### config.mk
export PLATFORM = sky130hd
export DESIGN_NAME = reg_dump_streamer_flat
export DESIGN_NICKNAME = d
export VERILOG_FILES = /design/src/rtl/reg_dump_streamer_if.sv /design/src/rtl/reg_dump_streamer.sv /design/src/flat_wrapper.sv
export SDC_FILE = /design/constraint.sdc
export NUM_CORES = 1
export LEC_CHECK = 0
export CAP_MARGIN = 20
export CORE_ASPECT_RATIO = 0.9
export CORE_MARGIN = 1.5
export CORE_UTILIZATION = 54
export CTS_CLUSTER_SIZE = 20
export DETAILED_ROUTE_END_ITERATION = 6
export GPL_TIMING_DRIVEN = 0
export PLACE_DENSITY = 0.88
export SKIP_CTS_REPAIR_TIMING = 1
export SYNTH_ARGS = -nofsm -noshare
export SYNTH_HDL_FRONTEND = slang
export SYNTH_SLANG_ARGS = --single-unit
### constraint.sdc
create_clock -name clk -period 4.6 [get_ports clk]
set_clock_uncertainty 0.2 [all_clocks]
set_input_delay 0.69 -clock clk [delete_from_list [all_inputs] [get_ports clk]]
set_output_delay 0.69 -clock clk [all_outputs]
set_load 0.005 [all_outputs]
### src/rtl/reg_dump_streamer_if.sv
// Indexed word stream carrying dumped register contents.
// The master presents valid/data/index and the slave returns ready.
interface reg_dump_streamer_if #(
  parameter int AW = 5,
  parameter int DW = 32
) ();
  logic          out_valid;
  logic          out_ready;
  logic [DW-1:0] out_data;
  logic [AW-1:0] out_index;

  modport master (output out_valid, output out_data, output out_index, input out_ready);
  modport slave  (input out_valid, input out_data, input out_index, output out_ready);
endinterface

### src/rtl/reg_dump_streamer.sv
// Walks reg_file through its two read ports as even/odd pairs and streams each
// register out as an indexed word with a valid/ready handshake.
module reg_dump_streamer #(
  parameter int NREGS = 32,
  parameter int AW    = 5,
  parameter int DW    = 32
) (
  input  logic                clk,
  input  logic                rst,
  input  logic                start,
  output logic                busy,
  output logic                done,
  output logic [AW-1:0]       addreg1,
  output logic [AW-1:0]       addreg2,
  input  logic [DW-1:0]       doutreg1,
  input  logic [DW-1:0]       doutreg2,
  reg_dump_streamer_if.master out_if
);
  localparam int NPAIRS = NREGS / 2;
  localparam int KW     = (NPAIRS > 1) ? $clog2(NPAIRS) : 1;
  localparam logic [KW-1:0] LAST_K = KW'(NPAIRS - 1);

  typedef enum logic [2:0] {S_IDLE, S_FETCH, S_SEND0, S_SEND1, S_DONE} state_t;

  state_t        state_q, state_d;
  logic [KW-1:0] k_q, k_d;
  logic [DW-1:0] buf0_q, buf0_d;
  logic [DW-1:0] buf1_q, buf1_d;
  logic [DW-1:0] last_data_q, last_data_d;
  logic [AW-1:0] last_index_q, last_index_d;
  logic          hs;

  assign addreg1 = AW'(k_q) << 1;
  assign addreg2 = addreg1 | AW'(1);
  assign hs      = out_if.out_valid && out_if.out_ready;

  always_ff @(posedge clk) begin
    if (rst) begin
      state_q      <= S_IDLE;
      k_q          <= '0;
      buf0_q       <= '0;
      buf1_q       <= '0;
      last_data_q  <= '0;
      last_index_q <= '0;
    end else begin
      state_q      <= state_d;
      k_q          <= k_d;
      buf0_q       <= buf0_d;
      buf1_q       <= buf1_d;
      last_data_q  <= last_data_d;
      last_index_q <= last_index_d;
    end
  end

  always_comb begin
    state_d      = state_q;
    k_d          = k_q;
    buf0_d       = buf0_q;
    buf1_d       = buf1_q;
    last_data_d  = last_data_q;
    last_index_d = last_index_q;
    case (state_q)
      S_IDLE: begin
        if (start) begin
          k_d     = '0;
          state_d = S_FETCH;
        end
      end
      S_FETCH: begin
        // Both words latch on the same edge so a pair is never torn by a write.
        buf0_d  = doutreg1;
        buf1_d  = doutreg2;
        state_d = S_SEND0;
      end
      S_SEND0: begin
        if (hs) begin
          last_data_d  = buf0_q;
          last_index_d = addreg1;
          state_d      = S_SEND1;
        end
      end
      S_SEND1: begin
        if (hs) begin
          last_data_d  = buf1_q;
          last_index_d = addreg2;
          if (k_q == LAST_K) begin
            state_d = S_DONE;
          end else begin
            k_d     = k_q + 1'b1;
            state_d = S_FETCH;
          end
        end
      end
      S_DONE:  state_d = S_IDLE;
      default: state_d = S_IDLE;
    endcase
  end

  // Outside the SEND states the stream keeps showing the last accepted word.
  always_comb begin
    busy              = (state_q != S_IDLE);
    done              = (state_q == S_DONE);
    out_if.out_valid  = 1'b0;
    out_if.out_data   = last_data_q;
    out_if.out_index  = last_index_q;
    case (state_q)
      S_SEND0: begin
        out_if.out_valid = 1'b1;
        out_if.out_data  = buf0_q;
        out_if.out_index = addreg1;
      end
      S_SEND1: begin
        out_if.out_valid = 1'b1;
        out_if.out_data  = buf1_q;
        out_if.out_index = addreg2;
      end
      default: ;
    endcase
  end
endmodule

### src/flat_wrapper.sv
// flat-port wrapper written by rule: the top's interface ports become plain ports
module reg_dump_streamer_flat 
#(
  parameter int NREGS = 32,
  parameter int AW    = 5,
  parameter int DW    = 32
)
  (clk, rst, start, busy, done, addreg1, addreg2, doutreg1, doutreg2, out_if_out_valid, out_if_out_data, out_if_out_index, out_if_out_ready);
  reg_dump_streamer_if #(.AW(AW), .DW(DW)) out_if_i ();
  input  logic clk;
  input  logic rst;
  input  logic start;
  output logic busy;
  output logic done;
  output logic [AW-1:0] addreg1;
  output logic [AW-1:0] addreg2;
  input  logic [DW-1:0] doutreg1;
  input  logic [DW-1:0] doutreg2;
  output wire logic [$bits(out_if_i.out_valid)-1:0] out_if_out_valid;
  output wire logic [$bits(out_if_i.out_data)-1:0] out_if_out_data;
  output wire logic [$bits(out_if_i.out_index)-1:0] out_if_out_index;
  input wire logic [$bits(out_if_i.out_ready)-1:0] out_if_out_ready;
  assign out_if_out_valid = out_if_i.out_valid;
  assign out_if_out_data = out_if_i.out_data;
  assign out_if_out_index = out_if_i.out_index;
  assign out_if_i.out_ready = out_if_out_ready;
  reg_dump_streamer #(.NREGS(NREGS), .AW(AW), .DW(DW)) u_core (.clk(clk), .rst(rst), .start(start), .busy(busy), .done(done), .addreg1(addreg1), .addreg2(addreg2), .doutreg1(doutreg1), .doutreg2(doutreg2), .out_if(out_if_i));
endmodule
==> out/metrics.cfg <==
[power]
power_mw = 1.99
ir_drop_v = 0.000214
power_density_nw_per_um2 = 309
leakage_nw = 2.51

[clocking]
cts_tree = yes
cts.reportedPaths.clkPinSlew_ns = 0.10
htreeDepth = 3
clock_latency_ns = 0.37
cts_sinks = 108
cts_buffer_depth = 2
numCtsBuffers = 9
clockRootBuffer = clkbuf_8

[setup_path]
cp_cell_sequence = nand2b_1 -> clkbuf_1 -> clkbuf_1 -> nand2_1 -> o21ai_1 -> clkdlybuf4s50_1
required_ns = 3.71
crit_family = buffers and inverters
critPathMaxFanout = 10
crit_arrival_ns = 2.51
critical_path_class = register to output pin
crit_path_end_kind = output pin
critical-path-slowest-cell = clkbuf_1
crit_path_frequent_cell = clkbuf_1
worstSetupStartpointType = register
critPathBufInv = 3
critPathMaxStageDelay_ns = 0.57

[finish]
nets = 820
instances_no_fill = 874
area_growth_pct = 29.4
insertedDiodeCount = 0
fillers = 674
final_util = 0.736
drive_gt1_frac = 0.0768

[route]
firstDrtPassIters = 5
drtAntennaViolNets = 0
viasPerCell = 5.72
routed_wl_um = 14300
initialDrtViolationCount = 341
drc = 0
detail_route.wl_per_cell_um = 16.4
vias = 4999

[synth]
ys_top_cells_by_count = 182 x nand2_1, 108 x dfxtp_1, 103 x a21oi_1, 66 x mux2i_1, 37 x o21ai_1
synth_top_cell_by_area = dfxtp_1
yosys-top-cells-area = dfxtp_1 44%, nand2_1 14%, mux2i_1 13%
syn_avg_cell_area_sq_um = 7.93
yosysUniqueCellTypes = 34
ys_seq_area_frac = 0.435
async_flop_share = 0
synth-main-ff-cell = dfxtp_1
synth-seq-cells = 108
synthesis.nets = 695
synth_cells = 626
netlist_area_sq_um = 4960
synth_edf_count = 0
synth_top_area_share = 0.435
yosysWarnings = 0
yosysMostFrequentCell = nand2_1

[sta]
hold_viol = 0
finalSetupTns_ns = 0
rsz0062_at_grt = no
worst_pin_slew_ns = 0.697
min_period_ns = 3.40
finalCritPeriodShare = 0.739
slew_headroom = 0.535
setup_viol = 0
fmax_mhz = 294
hold_slack_ns = 0.262
slew_viol_final = 0

[floorplanning]
rows = 32
die_h_um = 94.0
initial_core_util = 0.569
fp.dieW_um = 104
core_sq_um = 8730
io_pins = 118
dieArea_sq_um = 9780

[grt]
grt-ovfl-total = 0
top_usage_layer = met2
use_met1 = 0.348
met3_usage = 0.0562
grt_max_degree = 19
grt_usage = 0.291
antenna_found_initial = 0
grt_pass1_vias = 4713
grt_pass1_wl_um = 22400
use_met2 = 0.515

[place]
dp_cells = 859
port_buffers = 114
dp_hpwl_um = 10200
gp_congestion = 0.859

[run]
max_cap_violations = 0

[worst_hold_path]
hp-class = register to register

[run_status]
status = complete, no violations

sequential cells by signal, indices dropped and copies added (netlist names):
signal               cells
u_core.buf0_q           32
u_core.buf1_q           32
u_core.last_data_q      32
u_core.last_index_q      5
u_core.k_q               4
u_core.state_q           3
path summary, 6_finish.rpt:
| check | depth (start not counted) | end | slack, ns | startpoint |
|---|---|---|---|---|
| worst min register to register | 2 | u_core.last_index_q[4] | 0.26 | u_core.last_index_q[4] |
| worst min-delay path | 2 | u_core.last_index_q[4] | 0.26 | u_core.last_index_q[4] |
| worst max register to register | 5 | u_core.last_data_q[2] | 2.60 | u_core.state_q[1] |
| worst max-delay path | 6 | out_if_out_data[1] | 1.20 | u_core.state_q[2] |
metrics by stage:
stage / setup slack, ns / instance area, sq um
after floorplan: 2.51 / 4960
after global placement: 1.73 / 6250
after detailed placement: 1.69 / 6250
after CTS: 1.25 / 6420
after global routing: 1.09 / 6420
final: 1.20 / 6420
cell type report:
type / count / area, sq um / share of cell area
Clock inverter: 6 / 46.3 / 0.00721
Buffer: 64 / 343 / 0.0534
Multi-Input combinational cell: 451 / 2450 / 0.381
Tap cell: 119 / 149 / 0.0232
Clock buffer: 9 / 124 / 0.0193
Timing Repair Buffer: 114 / 1140 / 0.178
Sequential cell: 108 / 2160 / 0.337
Inverter: 3 / 11.3 / 0.00175
power breakdown:
| part | leakage, nW | internal, mW | switching (mW) |
|---|---|---|---|
| clock | 0.0825 | 0.199 | 0.332 |
| sequential | 0.880 | 0.993 | 0.0445 |
| combinational | 1.54 | 0.199 | 0.221 |
| total | 2.51 | 1.39 | 0.597 |
cell usage in the layout, fill, tap and decap left out, types with 3 or more instances in the layout:
master and instances:
o21ai_0 29, clkdlybuf4s50_1 114, buf_4 10, a31oi_1 3, nand3b_1 3, dfxtp_1 108, nand3_1 4, inv_6 3
buf_2 22, mux2i_1 66, a21oi_1 103, o21ai_1 37, nand2_1 182, buf_6 5, clkbuf_8 9, clkbuf_1 25
tightest hold or removal path, cell delays in order (launching register included):
cell and delay [ns]:
dfxtp_1 0.32, nand2_1 0.05, a21oi_1 0.05
metal layers:
layer	up-vias	share of wire
met5	-	0
met4	0	0.024
met3	38	0.093
met2	276	0.49
met1	2334	0.39
li1	2351	-
kinds of logic (layout without fill, tap and decap cells):
logic type               Yosys count  in the layout  synth area share
AND/OR/NAND/NOR                  205            205             0.170
flip-flops                       108            108             0.435
AO/OA/AOI/OAI                    177            177             0.186
multiplexers                      66             66             0.133
other                              2              2           0.00151
buffers and inverters             67            196            0.0713
adder cells (fa/ha/maj)            1              1           0.00252
Power figures use the tool's default switching activity.
